===== config.mk =====
export PLATFORM = sky130hd
export DESIGN_NAME = slice_adder_seq
export DESIGN_NICKNAME = d
export VERILOG_FILES = /design/src/rtl/slice_adder_seq.sv
export SDC_FILE = /design/constraint.sdc
export NUM_CORES = 1
export LEC_CHECK = 0
export CAP_MARGIN = 20
export CELL_PAD_IN_SITES_DETAIL_PLACEMENT = 0
export CELL_PAD_IN_SITES_GLOBAL_PLACEMENT = 1
export CORE_ASPECT_RATIO = 0.6
export CORE_UTILIZATION = 25
export DETAILED_ROUTE_END_ITERATION = 8
export PLACE_DENSITY_LB_ADDON = 0.1
export SKIP_LAST_GASP = 1
export SYNTH_ARGS = -nofsm -noshare
export SYNTH_HDL_FRONTEND = slang
export SYNTH_HIERARCHICAL = 1
export SYNTH_SLANG_ARGS = --single-unit

===== constraint.sdc =====
create_clock -name clk -period 6.9 [get_ports clk]
set_input_delay 1.035 -clock clk [delete_from_list [all_inputs] [get_ports clk]]
set_output_delay 1.035 -clock clk [all_outputs]
set_load 0.01 [all_outputs]

===== src/rtl/slice_adder_seq.sv =====
// slice_adder_seq: WIDTH-bit add/subtract computed over WIDTH/SLICE cycles on one shared SLICE-bit ripple slice
// Ports:
//   clk, rst_n            clock (rising edge), synchronous active-low reset
//   in_valid / in_ready   operation handshake; a, b, cin, sub captured on acceptance
//   out_valid / out_ready result handshake; sum, cout, ovf held until the next result
//   busy                  high while an operation is running or waiting to be taken
module full_adder (
  input  logic a,
  input  logic b,
  input  logic ci,
  output logic s,
  output logic co
);
  assign s  = a ^ b ^ ci;
  assign co = (a & b) | (ci & (a ^ b));
endmodule

module slice_adder_seq #(
  parameter int WIDTH = 16,
  parameter int SLICE = 4
) (
  input  logic             clk,
  input  logic             rst_n,
  input  logic             in_valid,
  output logic             in_ready,
  input  logic [WIDTH-1:0] a,
  input  logic [WIDTH-1:0] b,
  input  logic             cin,
  input  logic             sub,
  output logic             out_valid,
  input  logic             out_ready,
  output logic [WIDTH-1:0] sum,
  output logic             cout,
  output logic             ovf,
  output logic             busy
);
  localparam int NSTEP = WIDTH / SLICE;
  localparam int SW    = NSTEP > 1 ? $clog2(NSTEP) : 1;
  typedef enum logic [1:0] {IDLE, RUN, DONE} state_t;
  state_t           state, nstate;
  logic [WIDTH-1:0] ra, rb, partial, np;
  logic [SW-1:0]    step;
  logic             carry, last;
  logic [SLICE-1:0] sa, sb, ss;
  logic [SLICE:0]   cc;
  assign sa    = ra[int'(step)*SLICE +: SLICE];
  assign sb    = rb[int'(step)*SLICE +: SLICE];
  assign cc[0] = carry;
  assign last  = step == SW'(NSTEP - 1);
  genvar i;
  generate
    for (i = 0; i < SLICE; i++) begin : g_fa
      full_adder u_fa (.a(sa[i]), .b(sb[i]), .ci(cc[i]), .s(ss[i]), .co(cc[i+1]));
    end
  endgenerate
  // partial with the current slice merged in; on the last step this is the full result
  always_comb begin
    np = partial;
    np[int'(step)*SLICE +: SLICE] = ss;
  end
  always_comb begin
    nstate = state == IDLE ? (in_valid ? RUN : IDLE) :
             state == RUN  ? (last ? DONE : RUN) :
             (out_ready ? IDLE : DONE);
  end
  always_ff @(posedge clk) begin
    if (!rst_n) state <= IDLE;
    else        state <= nstate;
  end
  always_ff @(posedge clk) begin
    if (!rst_n) begin
      ra      <= '0;
      rb      <= '0;
      partial <= '0;
      step    <= '0;
      carry   <= 1'b0;
      sum     <= '0;
      cout    <= 1'b0;
      ovf     <= 1'b0;
    end else if (state == IDLE && in_valid) begin
      ra    <= a;
      rb    <= b ^ {WIDTH{sub}};
      carry <= cin;
      step  <= '0;
    end else if (state == RUN) begin
      partial <= np;
      carry   <= cc[SLICE];
      step    <= step + 1'b1;
      if (last) begin
        sum  <= np;
        cout <= cc[SLICE];
        // cc[SLICE-1] is the carry into the MSB cell
        ovf  <= cc[SLICE] ^ cc[SLICE-1];
      end
    end
  end
  assign in_ready  = state == IDLE;
  assign out_valid = state == DONE;
  assign busy      = state != IDLE;
endmodule


### Word level (Yosys, flattened, before mapping)

Index checks and enable logic that the tools add are counted.

* $add $sub $neg: 2
* $mul: 0
* div/mod/pow operators: 0
* magnitude comparators: 0
* equal/unequal tests: 3
* shift operators: 4
* multiplexer cells: 8
* bitwise gates (word level): 24
* reductions and logical operators: 7

Operators by type and width (number)
* 4-bit negation with 33-bit output: 1
* 4-bit by 33-bit variable shift with 16-bit output, first input constant: 1
* 4-bit by 33-bit variable part select with 16-bit output: 1
* 16-bit by 5-bit variable part select with 4-bit output: 2
* 16-bit bitwise mux: 1
* 16-bit XOR: 1
* 1-bit XOR: 9
* 1-bit bitwise AND: 8
* 2-bit 2-to-1 mux: 4
* 2-bit == test, second input constant: 2
* 1-bit bitwise OR: 4
* 2-bit nonzero test: 2
* 1-bit 2-to-1 mux: 3
* 3-bit AND reduction: 1
* 2-bit by 1-bit adder with 2-bit output, second input constant: 1
* 2-bit by 1-bit == test with 1-bit output, second input constant: 1
* 2-bit logical NOT: 1
* 1-bit inverter: 2
* 2-bit AND reduction: 1
* 2-bit OR reduction: 1
* 1-bit logical AND: 1

* register bits: 71
* bits in latches: 0
* memory bits (writable): 0
* ROM bits: 0
* input port bits: 38
* output and inout bits: 21
* word-level logic and storage cells: 57
* memories kept: 0

### Depth between registers and ports, before layout

Gate-level depths: netlist of the first run.

* word-level depth: 12
* depth in mapped cells: 9
* gate-level depth less buffers: 8

### By module

Netlist of the first run, hierarchy kept.

Modules (own cells, without submodules)
* slice_adder_seq: times used 1, cells each 327, area an instance 3234.4 um2, seq. area each 1421.4 um2
* full_adder: times used 4, cells each 1, area an instance 20.0 um2, seq. area each 0.0 um2

### Worst setup path after synthesis of the first run

No wires, ideal clock.

* path kind: reg-to-reg
* start: register step[0]
* end: register sum[15]
* setup time: 65 ps
* arrival: 3636 ps
* data required time: 6835 ps
* slack: 3200 ps
* cell stages (with the launch flop): 10
* buffers on the path: 1
* clock period less this slack: 3700 ps
* path through: dfxtp_1 -> buf_2 -> mux4_2 -> fa_1 -> fa_1 -> fa_1 -> fa_1 -> nor3b_1 -> a221oi_1 -> nor2_1

* cells in the longest elaborated chain, start to end: 11
* elaborated cells on any way between the ends: 25
* classes of those cells: 1 x add/sub; 1 x eq/ne; 4 x shift; 1 x mux; 17 x bitwise; 1 x reduce/logical

RTL lines
* start, declared: RTL line 42 `logic [SW-1:0] step;`
* start signal, assigned: RTL line 88 `step <= step + 1'b1;`
* 16-bit by 5-bit variable part select with 4-bit output (*): RTL line 46 `assign sa = ra[int'(step)*SLICE +: SLICE];`
* via sa[0]: RTL line 44 `logic [SLICE-1:0] sa, sb, ss;`
* 1-bit XOR: RTL line 15 `assign co = (a & b) | (ci & (a ^ b));`
* 1-bit bitwise AND: RTL line 15
* 1-bit bitwise OR (*): RTL line 15
* via cc[1]: RTL line 45 `logic [SLICE:0] cc;`
* 1-bit bitwise AND (*): RTL line 15
* 1-bit bitwise OR (*): RTL line 15
* via cc[2]: RTL line 45
* 1-bit bitwise AND (*): RTL line 15
* 1-bit bitwise OR (*): RTL line 15
* via cc[3]: RTL line 45
* 1-bit XOR (*): RTL line 14 `assign s = a ^ b ^ ci;`
* via ss[3]: RTL line 44
* 4-bit by 33-bit variable part select with 16-bit output (*): RTL line 59 `np[int'(step)*SLICE +: SLICE] = ss;`
* 16-bit bitwise mux (*): RTL line 59
* end signal, assigned: RTL line 90 `sum <= np;`
* end, declared: RTL line 32 `output logic [WIDTH-1:0] sum,`

The timed path passes the listed nets; every way through them passes the cells marked *.
A chain may end at the register's enable or synchronous reset.

### Final worst setup path of the first run

Same ends and word-level chain as after synthesis.

==> impl_metrics.tcl, run 1 <==
set metrics [dict create \
    max_slew_margin_pct 33.43 \
    die_width_um 150.6 \
    critPathMaxStageDelay_ps 860 \
    path_delay_family "adder cells" \
    synth_top_area_share_pct 42.88 \
    timing.fmax_mhz 230.1 \
    whs_ps 460.6 \
    worst_hold_path_type "flip-flop to flip-flop" \
    core_area_um2 12890 \
    postLayoutCellArea_um2 4319 \
    crit_slowest_cell "dfxtp_1" \
    grt_max_degree 67 \
    fillers 1350 \
    port_buffers 58 \
    post-route-drc-count 0 \
    grt_overflow_total 0 \
    dr_total_vias 2576 \
    fp.dieH_um 91.19 \
    clk_latency_ps 330 \
    synthCells 331 \
    cts_tree "built" \
    worst-path-buf-inv 0 \
    cts_max_level 3 \
    synth_nets 379 \
    ys_warn_count 6 \
    skew_ps 6.018 \
    arrival_ps 4620 \
    gr-usage-all-layers_pct 13.59 \
    cpMostUsedCell "fa_1" \
    wl_per_cell_um 16.04 \
    yosysSeqAreaShare_pct 42.88 \
    drv_cap 0 \
    yosysTopAreaCell "dfxtp_1" \
    status "finished clean" \
    post-place-ws_ps 2568 \
    timing.final.ws_setup_ps 2554 \
    period_needed_ps 4346 \
    rows 32 \
    critPathKind "flip-flop to flip-flop" \
    grt_pass1_wl_um 14020 \
    ys_types 41 \
    p_leak_nw 1.749 \
    finalNetCount 426 \
    multiInputGateArea_um2 1738 \
    cp_max_fo 18 \
    post-route-util_pct 33.50 \
    layout-drive-gt1-share_pct 9.661 \
    cts-root-buf "clkbuf_16" \
    worst_slew_pin_slew_ps 996.4 \
    setup.worst_path.start "step[0]" \
    start_kind "flip-flop" \
    synth_area_per_cell_um2 10.01 \
    hold_viol_final 0 \
    drt_iter0_drc 123 \
    n_antenna_cell 0 \
    clkSlewWorstSetupHoldPaths_ps 60 \
    dp_hpwl_um 6053 \
    initial_core_util_pct 25.71 \
    drtAntennaViolNets 0 \
    cts.path.max_buffers 2 \
    hold_start "ra[11]" \
    drt-pass1-iter-count 4 \
    routed_via_density 4.658 \
    end_kind "flip-flop" \
    path_cells "mux4_2, fa_1, fa_1, fa_1, fa_1, nor3b_1, a221oi_1, nor2_1" \
    dieArea_um2 13740 \
    cts_resized 0 \
    io_pins 59 \
    ir_worst_vdd_mv 0.1310 \
    regArea_um2 1421 \
    synth-seq-cells 71 \
    p_per_area_nw_per_um2 246.9 \
    rsz0062_at_grt "false" \
    holdBufCountCts 0 \
    syn_area_um2 3314 \
    cts_setup_buffers 0 \
    reg2reg_from "step[0]" \
    place.gp.congestion 0.7296 \
    grt_pass1_vias 2544 \
    setup_violations 0 \
    setup_tns_ps 0 \
    wl_um 8872 \
    synthTopCellsByArea "dfxtp_1, nand2_1, mux4_2, o211a_1, xnor2_1" \
    min_period_over_period_pct 62.99 \
    cp.required_ps 7170 \
    drv_slew 0 \
    place_area_um2 3996 \
    cts.sinks 71 \
    syn_to_final_growth_pct 30.31 \
    antenna_found_initial 0 \
    cts_buffers 9 \
]
-- where the power goes --
part	internal, mW	total, mW	switching, mW
sequential	0.428	0.444	0.0154
clock	0.317	0.499	0.182
combinational	0.0634	0.124	0.0609
-- layout by cell type, fill, tap and decap left out, types with 3 or more instances in the layout --
master	instances
a21boi_0	17
a221oi_1	16
a22o_1	8
a32o_1	4
a32oi_1	4
and3b_1	3
buf_4	3
clkbuf_16	9
clkdlybuf4s50_1	57
dfxtp_1	71
fa_1	4
ha_1	6
inv_1	7
mux4_2	8
nand2_1	60
nor2_1	16
nor2b_1	6
nor3b_1	4
o211a_1	17
o21ai_0	17
xnor2_1	17
-- kinds of logic (layout without fill, tap and decap cells) --
logic type	after synthesis	after routing	share of synthesized area, %
adders and majority gates	10	10	4.681
AOI/OAI and AO/OA	91	91	21.93
DFF	71	71	42.88
xor gates and xnor gates	17	17	4.492
buffers and inverters	32	84	4.870
and+or+nand+nor	102	102	15.70
muxes	8	8	5.436
-- final timing paths --
path / cells after the start / to / slack [ps]
worst max-delay path: 8 / sum[15] / 2550
worst min-delay path: 2 / ra[11] / 460
worst max register to register: 8 / sum[15] / 2550
worst min register to register: 2 / ra[11] / 460
-- synth_stat cells --
master / n
o21ai_1: 1
dfxtp_1: 71
nand2_1: 60
nand3b_4: 1
o21ai_0: 17
nor4b_4: 1
a221oi_1: 16
nor3b_2: 1
nor4_2: 1
nor2b_1: 6
nor2_1: 16
and2_1: 1
and4bb_2: 1
nand3b_1: 1
a21boi_0: 17
inv_1: 7
or2_2: 1
fa_1: 4
clkbuf_2: 1
a21oi_1: 2
nor3b_1: 4
xnor2_1: 17
ha_1: 6
a31oi_1: 1
a22o_1: 8
and3b_1: 3
nor3_1: 1
and3_1: 1
a21boi_2: 2
clkbuf_1: 7
or3b_1: 1
a32oi_1: 4
buf_2: 11
mux4_2: 8
a21boi_1: 2
nand2b_4: 1
nand2b_1: 1
buf_6: 1
a32o_1: 4
buf_4: 5
o211a_1: 17
-- per-stage QoR --
stage	std cells	power (mW)
after floorplan	331	0.5303
after global placement	537	0.5786
after detailed placement	537	0.5779
after CTS	553	1.084
after global routing	553	1.114
final	553	1.066
-- per-layer routing --
| layer | vias up | share of wire [%] | GRT usage [%] |
|---|---|---|---|
| li1 | 1279 | - | - |
| met1 | 1237 | 58 | 21.68 |
| met2 | 55 | 37 | 17.05 |
| met3 | 5 | 4.3 | 3.769 |
| met4 | 0 | 0.68 | 3.500 |
| met5 | - | 0 | 0 |
-- flip-flops by register name, summed over array words and instances, names as in the netlist --
| name | flops |
|---|---|
| step | 2 |
| partial | 16 |
| ovf | 1 |
| state | 2 |
| sum | 16 |
| cout | 1 |
| ra | 16 |
| rb | 16 |
| carry | 1 |
-- worst min-delay path: stages (launching register included) --
cell      delay [ps]
dfxtp_1          310
nand2_1           40
a21boi_0          60
-- final cells by class --
| type | count | share of cell area [%] |
|---|---|---|
| repair buffers | 61 | 13.85 |
| well taps | 170 | 4.925 |
| multi-input cells | 228 | 40.24 |
| clock inverters | 7 | 2.260 |
| clock buffers | 9 | 5.214 |
| inverters | 7 | 0.6083 |
| flip-flops and latches | 71 | 32.91 |
(Power assumes the default switching activity.)
==> run 2, diff against run 1 <==
clock period = 3.5 ns   (was 6.9 ns; I/O delays follow)
==> impl_metrics.tcl, run 2 (same netlist as run 1, synthesis figures left out) <==
set metrics [dict create \
    grt_pass1_wl_um 14630 \
    worst_slew_pin_slew_ps 849.2 \
    cts_tree "built" \
    rows 32 \
    hold_path_depth 2 \
    drtAntennaViolNets 0 \
    hold_start "cout" \
    fillers 1343 \
    p_per_area_nw_per_um2 449.1 \
    layout-drive-gt1-share_pct 12.72 \
    drv_slew 0 \
    clk_latency_ps 330 \
    core_area_um2 12890 \
    n_antenna_cell 0 \
    wl_um 8921 \
    timing.fmax_mhz 298.1 \
    status "finished clean" \
    worst_hold_path_type "flip-flop to flip-flop" \
    dieArea_um2 13740 \
    clkSlewWorstSetupHoldPaths_ps 50 \
    grt_overflow_total 0 \
    place.gp.congestion 0.7340 \
    min_period_over_period_pct 95.84 \
    routed_via_density 4.579 \
    cp.required_ps 3710 \
    fp.dieH_um 91.19 \
    placed_cells 549 \
    cts.sinks 71 \
    post-place-ws_ps 11.47 \
    cts_max_level 3 \
    most-common-layout-cells "dfxtp_1, nand2_1, clkdlybuf4s50_1" \
    end_kind "flip-flop" \
    p_leak_nw 1.801 \
    reg2reg_from "step[0]" \
    antenna_found_initial 0 \
    finalNonFillerCells 563 \
    post-route-drc-count 0 \
    setup_tns_ps 0 \
    max_slew_margin_pct 43.21 \
    critPathKind "flip-flop to flip-flop" \
    dp_hpwl_um 6408 \
    wl_per_cell_um 15.85 \
    cts_buffers 9 \
    cts_resized 0 \
    cts_setup_buffers 0 \
    setup.worst_path.start "step[0]" \
    drv_cap 0 \
    rsz0062_at_grt "false" \
    arrival_ps 3570 \
    period_needed_ps 3355 \
    cp_max_fo 5 \
    dr_total_vias 2578 \
    holdBufCountCts 0 \
    final_common_cell "dfxtp_1" \
    setup_violations 0 \
    io_pins 59 \
    cts-root-buf "clkbuf_16" \
    whs_ps 456.3 \
    hold_viol_final 0 \
    finalNetCount 438 \
    r2r_end "sum[7]" \
    worst_r2r_path_depth 9 \
    drt-pass1-iter-count 6 \
    grt_pass1_vias 2653 \
    cts.path.max_buffers 2 \
    port_buffers 58 \
    initial_core_util_pct 25.71 \
    gr-usage-all-layers_pct 14.30 \
    min_to "cout" \
    grt_max_degree 38 \
    rrSetupSlack_ps 150 \
    timing.final.ws_setup_ps 145.5 \
    drt_iter0_drc 80 \
    die_width_um 150.6 \
    start_kind "flip-flop" \
    skew_ps 6.151 \
    ir_worst_vdd_mv 0.1697 \
    syn_to_final_growth_pct 31.94 \
]
[run 2: metrics by stage]
stage | instance area, um^2 | total power [mW] | util, %
2_1_floorplan | 3326 | 1.047 | -
3_3_place_gp | 4091 | 1.155 | 31.74
3_5_place_dp | 4091 | 1.156 | 31.74
4_1_cts | 4357 | 1.998 | 33.79
5_1_grt | 4373 | 2.061 | 33.92
6_report | 4373 | 1.964 | 33.92
[run 2: worst max-delay path by stage]
stage / slack, ps / end
final: 150 / sum[7]
after global routing: 20 / sum[10]
after CTS: 5 / sum[11]
after detailed placement: 10 / sum[11]
after global placement: 70 / sum[11]
after floorplan: 10 / sum[11]
[run 2: worst max-delay path, cell delays in order (launching register included)]
cell      delay, ps
dfxtp_2         370
mux4_2          520
fa_1            450
fa_1            400
fa_2            370
fa_1            450
nor3b_2         170
buf_4           180
a221oi_1        240
nor2_1           80
[run 2: final cells by class]
cell class	instances	area [um^2]	area share (%)
multi-input cells	228	1758	40.20
clock inverters	1	5.005	0.1144
repair buffers	73	688.2	15.74
flip-flops and latches	71	1423	32.53
inverters	7	26.28	0.6009
well taps	170	212.7	4.864
clock buffers	13	260.3	5.951
[run 2: report_power, final]
part	switching, mW	internal [mW]
sequential	0.0237	0.845
combinational	0.132	0.135
clock	0.319	0.509
total	0.475	1.49
[run 2: routing by layer]
layer  wire length, um  part of all wire (%)  up-vias  global-route usage, %
met1              5244                    59     1210                  22.39
met4                87                  0.98        0                  4.500
li1                  -                     -     1303                      -
met5                 0                     0        -                      0
met2              3131                    35       56                  17.67
met3               456                   5.1        9                  4.472
